===== config.mk =====
export PLATFORM = sky130hd
export DESIGN_NAME = add_sub
export DESIGN_NICKNAME = d
export VERILOG_FILES = /design/src/rtl/add_sub_pkg.sv /design/src/rtl/add_sub_rca.sv /design/src/rtl/add_sub.sv
export SDC_FILE = /design/constraint.sdc
export NUM_CORES = 1
export LEC_CHECK = 0
export CAP_MARGIN = 20
export CORE_AREA = 2 2 39 41
export DETAILED_ROUTE_END_ITERATION = 16
export DIE_AREA = 0 0 41 43
export PLACE_DENSITY_LB_ADDON = 0.1
export SLEW_MARGIN = 20
export SYNTH_ARGS = -nofsm -noshare
export SYNTH_HDL_FRONTEND = slang
export SYNTH_SLANG_ARGS = --single-unit

===== constraint.sdc =====
create_clock -name clk -period 2 [get_ports clk]
set_input_delay 0.2 -clock clk [delete_from_list [all_inputs] [get_ports clk]]
set_output_delay 0.2 -clock clk [all_outputs]
set_load 0.05 [all_outputs]

===== src/rtl/add_sub_pkg.sv =====
`default_nettype none
// ============================================================================
// Module : add_sub_pkg
// Brief  : Shared constants and full-adder helpers for the add_sub datapath.
// Rev    : 1.0
// ============================================================================
package add_sub_pkg;

    localparam int   ADD_SUB_WIDTH = 4;

    localparam logic MODE_ADD = 1'b0;
    localparam logic MODE_SUB = 1'b1;

    function automatic logic fa_sum(input logic x, input logic y, input logic ci);
        return x ^ y ^ ci;
    endfunction

    function automatic logic fa_carry(input logic x, input logic y, input logic ci);
        return (x & y) | (ci & (x ^ y));
    endfunction

endpackage
`default_nettype wire


===== src/rtl/add_sub_rca.sv =====
`default_nettype none
// ============================================================================
// Module : add_sub_rca
// Brief  : Combinational WIDTH-bit ripple-carry adder of full-adder cells.
// Rev    : 1.0
// ============================================================================
module add_sub_rca
    import add_sub_pkg::*;
#(
    parameter int WIDTH = ADD_SUB_WIDTH
) (
    input  logic [WIDTH-1:0] a,
    input  logic [WIDTH-1:0] bx,
    input  logic             cin,
    output logic [WIDTH-1:0] sum,
    output logic             cout,
    output logic             msb_cin
);

    logic [WIDTH:0] w_carry;

    assign w_carry[0] = cin;

    for (genvar i = 0; i < WIDTH; i++) begin : g_fa
        assign sum[i]       = fa_sum(a[i], bx[i], w_carry[i]);
        assign w_carry[i+1] = fa_carry(a[i], bx[i], w_carry[i]);
    end

    assign cout    = w_carry[WIDTH];
    // Carry into the MSB; XOR with cout gives signed overflow.
    assign msb_cin = w_carry[WIDTH-1];

endmodule
`default_nettype wire


===== src/rtl/add_sub.sv =====
`default_nettype none
// ============================================================================
// Module : add_sub
// Brief  : Registered two's-complement adder/subtractor, 1-cycle latency.
//          Define ADD_SUB_FLAGS_EN to add registered overflow/zero outputs.
// Rev    : 1.0
// ============================================================================
module add_sub
    import add_sub_pkg::*;
#(
    parameter int WIDTH = ADD_SUB_WIDTH
) (
    input  logic             clk,
    input  logic             rst,
    input  logic [WIDTH-1:0] a,
    input  logic [WIDTH-1:0] b,
    input  logic             c_in,
    input  logic             in_valid,
    output logic [WIDTH-1:0] res,
    output logic             carry,
`ifdef ADD_SUB_FLAGS_EN
    output logic             overflow,
    output logic             zero,
`endif
    output logic             out_valid
);

    logic [WIDTH-1:0] w_bx;
    logic [WIDTH-1:0] w_sum;
    logic             w_cout;
    logic             w_msb_cin;

    logic [WIDTH-1:0] r_res;
    logic             r_carry;
    logic             r_out_valid;

    // c_in doubles as the adder carry-in, so subtract is a + ~b + 1.
    assign w_bx = b ^ {WIDTH{c_in == MODE_SUB}};

    add_sub_rca #(
        .WIDTH   (WIDTH)
    ) u_rca (
        .a       (a),
        .bx      (w_bx),
        .cin     (c_in),
        .sum     (w_sum),
        .cout    (w_cout),
        .msb_cin (w_msb_cin)
    );

    always_ff @(posedge clk) begin
        if (rst) begin
            r_res       <= '0;
            r_carry     <= 1'b0;
            r_out_valid <= 1'b0;
        end else begin
            r_out_valid <= in_valid;
            if (in_valid) begin
                r_res   <= w_sum;
                r_carry <= w_cout;
            end
        end
    end

    assign res       = r_res;
    assign carry     = r_carry;
    assign out_valid = r_out_valid;

`ifdef ADD_SUB_FLAGS_EN
    logic r_overflow;
    logic r_zero;

    always_ff @(posedge clk) begin
        if (rst) begin
            r_overflow <= 1'b0;
            r_zero     <= 1'b0;
        end else if (in_valid) begin
            r_overflow <= w_msb_cin ^ w_cout;
            r_zero     <= (w_sum == '0);
        end
    end

    assign overflow = r_overflow;
    assign zero     = r_zero;
`else
    logic w_unused;
    assign w_unused = w_msb_cin;
`endif

endmodule
`default_nettype wire


; Word-level counts from Yosys, hierarchy flattened
; Cells that the tools add are included.
; Widths: inputs -> output; s select.
[word_totals]
register_bits = 6
inputBits = 12
output_inout_bits = 6
wordCells = 24
[classes]
bitwise_logic = 21
[op_table]
columns = op, count
row1 = $and 1x1->1, 8
row2 = $xor 1x1->1, 8
row3 = $or 1x1->1, 4
row4 = $xor 4x4->4, 1

; Longest topological paths before layout
[logic_depth]
ltp_word = 10
depth_mapped = 8
ltp_nobuf = 8

; Hierarchy
; A second synthesis with hierarchy kept.
[unflattened]
cells_unflattened = 34
hier_area_um2 = 351.6
[modules_own_cells]
columns = mod, instances, cells_per_inst, area_each_um2, seq_area_each_um2
row1 = add_sub, 1, 22, 241.5, 120.1
row2 = add_sub_rca, 1, 12, 110.1, 0.0

; Least setup slack after synthesis
; Ideal clock, no wire load.
[synth_timing]
kind = input port to flip-flop
startpoint = in b[0]
endpoint = reg r_res[3] (netlist: res[3])
setup_ns = 0.116
arrival_time_ns = 1.710
t_required_ns = 1.884
slack_ns = 0.174
cell_stages = 8
cell_sequence = mux2_2 > fa_1 > inv_1 > fa_1 > inv_1 > fa_1 > mux2i_1 > nor2_1
[synth_between]
elab_chain_len = 9
word_cells_on_any_way = 10
[synth_rtl]
columns = element, line
row1 = from (decl), add_sub.sv:16  ; input logic [WIDTH-1:0] b,
row2 = $xor 4x4->4 *, add_sub.sv:38  ; assign w_bx = b ^ {WIDTH{c_in == MODE_SUB}};
row3 = $xor 1x1->1, add_sub_pkg.sv:19  ; return (x & y) | (ci & (x ^ y));
row4 = $and 1x1->1, add_sub_pkg.sv:19
row5 = $or 1x1->1 *, add_sub_pkg.sv:19
row6 = $and 1x1->1 *, add_sub_pkg.sv:19
row7 = $or 1x1->1 *, add_sub_pkg.sv:19
row8 = $and 1x1->1 *, add_sub_pkg.sv:19
row9 = $or 1x1->1 *, add_sub_pkg.sv:19
row10 = $xor 1x1->1 *, add_sub_pkg.sv:15  ; return x ^ y ^ ci;
row11 = via u_rca.sum[3], add_sub_rca.sv:15  ; output logic [WIDTH-1:0] sum,
row12 = to (signal assigned), add_sub.sv:59  ; r_res <= w_sum;
row13 = to (decl), add_sub.sv:33  ; logic [WIDTH-1:0] r_res;
; The timed path passes the listed nets; every way through them passes the cells marked *.
; A chain may end at the register's enable or synchronous reset.

; Final worst setup path
; Same ends and word-level chain as after synthesis.

==> impl_metrics.json <==
{
  "critPathTopFamily": "adder cells",
  "startpoint_type": "primary input",
  "final_cell_mix": "clkdlybuf4s50_1, dfxtp_1, nor2_1",
  "cts.path.max_buffers": 2,
  "rsz0062_at_grt": "false",
  "wire_per_inst_um": 9.13,
  "nNetsFinal": 68,
  "row_count": 14,
  "end_kind": "flip-flop",
  "synth-seq-cells": 6,
  "antenna_found_initial": 0,
  "power.static_leakage_nw": 0.245,
  "cts_tree": "yes",
  "mostFrequentLayoutCell": "clkdlybuf4s50_1",
  "ys_warn_count": 0,
  "post-cts-setup-buffer-count": 0,
  "die_w_um": 41,
  "die_h_um": 43,
  "start_util_pct": 23.1,
  "dr.pass1.iters": 3,
  "hold_viol_final": 0,
  "fin_setup_tns_ns": 0,
  "cp.arrival_ns": 1.99,
  "drtAntennaViolNets": 0,
  "antenna_cells": 0,
  "tightest_slew_ns": 0.501,
  "top_level_ports": 18,
  "coreArea_mm2": 0.00138,
  "drv_slew": 0,
  "synth_nets": 44,
  "cp.required_ns": 2.12,
  "synth_area_per_cell_um2": 11.0,
  "drtIter0Drc": 4,
  "critPathMaxStageDelay_ns": 0.42,
  "clkTransAtPathRegs_ns": 0.04,
  "ir_drop_mv": 0.192,
  "grt_max_degree": 9,
  "ctsHoldBuffers": 0,
  "pwr_density_cell_mw_per_mm2": 695,
  "grt_pass1_wl_um": 1010,
  "via_count": 270,
  "die-area_mm2": 0.00176,
  "globalRouteTotalUtil_pct": 8.98,
  "grt_pass1_vias": 276,
  "seq_area_frac_synth_pct": 37.5,
  "crit_chain": "dlygate4sd2_1 > mux2_4 > fa_2 > inv_2 > fa_2 > inv_1 > fa_1 > mux2i_1 > nor2_1",
  "synth.top_cell.area_share_pct": 37.5,
  "hpwlAfterDp_um": 510,
  "min_path_cells": 2,
  "critPathMaxFanout": 2,
  "worstSkewPairLatency_ns": 0.24,
  "final.setup_skew_ns": 0,
  "drcViolationCount": 0,
  "ys_types": 12,
  "hp-class": "reg2reg",
  "crit_buf_inv": 3,
  "portBuffers": 17,
  "drive_gt1_share_pct": 23.5,
  "synth_area_um2": 320,
  "critPathMostFrequentCell": "fa_2",
  "status": "completed",
  "setup_viol_count_final": 0,
  "r2r_cells": 2,
  "synthCells": 29,
  "whs_ns": 0.478,
  "gp_congestion": 0.610,
  "synth_top_area_cell": "dfxtp_1",
  "critical_path_class": "in2reg",
  "overflow": 0,
  "fin_crit_sh_pct": 93.4,
  "crit_cells": 9,
  "max_freq_ghz": 0.536,
  "relSlewSlack_pct": 66.5,
  "worst_path_max_delay_cell": "fa_1",
  "cts_root_buffer": "clkbuf_4",
  "syn2layout_area_growth_pct": 76.2,
  "routed_via_density": 4.03,
  "clock_sink_count": 6,
  "htree_levels": 1,
  "cts_inserted_buffers": 3,
  "synth_area_leaders": "dfxtp_1, fa_1, mux2i_1, nor2_1, xnor2_1",
  "wirelength_um": 612,
  "maxCapViolCount": 0,
  "fin_crit_ns": 1.87
}
state kept, by name, summed over array words and instances (netlist names):
signal     count
out_valid      1
res            4
carry          1
power breakdown:
part	total, mW	switching (mW)	leakage (nW)	internal (mW)
Clock	0.108	0.0403	0.0138	0.0676
Combinational	0.146	0.0798	0.181	0.0665
Sequential	0.138	0.00545	0.0498	0.132
Total	0.392	0.126	0.245	0.266
cell usage after synthesis (all sizes together):
cell type / n
inv: 3
dfxtp: 6
buf: 1
mux2: 1
nor2b: 1
mux2i: 3
xor2: 2
a211oi: 2
fa: 3
xnor2: 2
nor2: 5
logic make-up (layout without fill, tap and decap cells):
group,count (synthesis),count (layout),share of synthesized area (%)
AO/OA/AOI/OAI,2,2,6.25
buffers and inverters,4,26,5.86
multiplexers,4,4,12.9
adder cells (fa/ha/maj),3,3,18.8
XOR/XNOR,4,4,10.9
AND/OR/NAND/NOR,6,6,7.81
flip-flops,6,6,37.5
area by class of cell:
cell class | instances | area [µm²]
fillers | 141 | 820
multi-input cells | 19 | 198
repair buffers | 20 | 193
flip-flops and latches | 6 | 120
clock buffers | 3 | 22.5
well taps | 16 | 20.0
inverters | 3 | 11.3
worst reg2reg max path: stages, from the launching register on:
cell      delay (ns)
dfxtp_1         0.32
nor2_1          0.05
a211oi_2        0.19
worst paths after layout:
kind,slack (ns),start,end
max,0.13,b[0],res[3]$_SDFFE_PP0P_
min,0.48,res[2]$_SDFFE_PP0P_,res[2]$_SDFFE_PP0P_
max reg2reg,1.37,res[0]$_SDFFE_PP0P_,res[0]$_SDFFE_PP0P_
min reg2reg,0.48,res[2]$_SDFFE_PP0P_,res[2]$_SDFFE_PP0P_
per-layer routing:
layer | vias up | routed length [µm] | part of all wire, % | track usage [%]
met5 | - | 0 | 0 | 0
met4 | 0 | 14 | 2.3 | 10.0
met1 | 121 | 239 | 39 | 9.48
li1 | 135 | - | - | -
met2 | 12 | 311 | 51 | 13.1
met3 | 2 | 46 | 7.5 | 1.57
through the flow:
step	utilization (%)	instance area [µm²]	power, mW	setup slack, ns	cells
after floorplan	-	320	0.224	0.174	29
after global placement	38.0	526	0.283	-0.393	64
after detailed placement	38.0	526	0.285	-0.427	64
after CTS	39.8	551	0.398	0.0186	67
after global routing	40.8	564	0.419	0.0232	67
final	40.8	564	0.392	0.133	67
what timing repair did:
action                                  4_1_cts  5_1_grt
endpoints found under the setup margin        2        1
resized for setup                             5        5
pin swaps                                     0        0
Note: power is estimated with default switching activity, not from simulation.
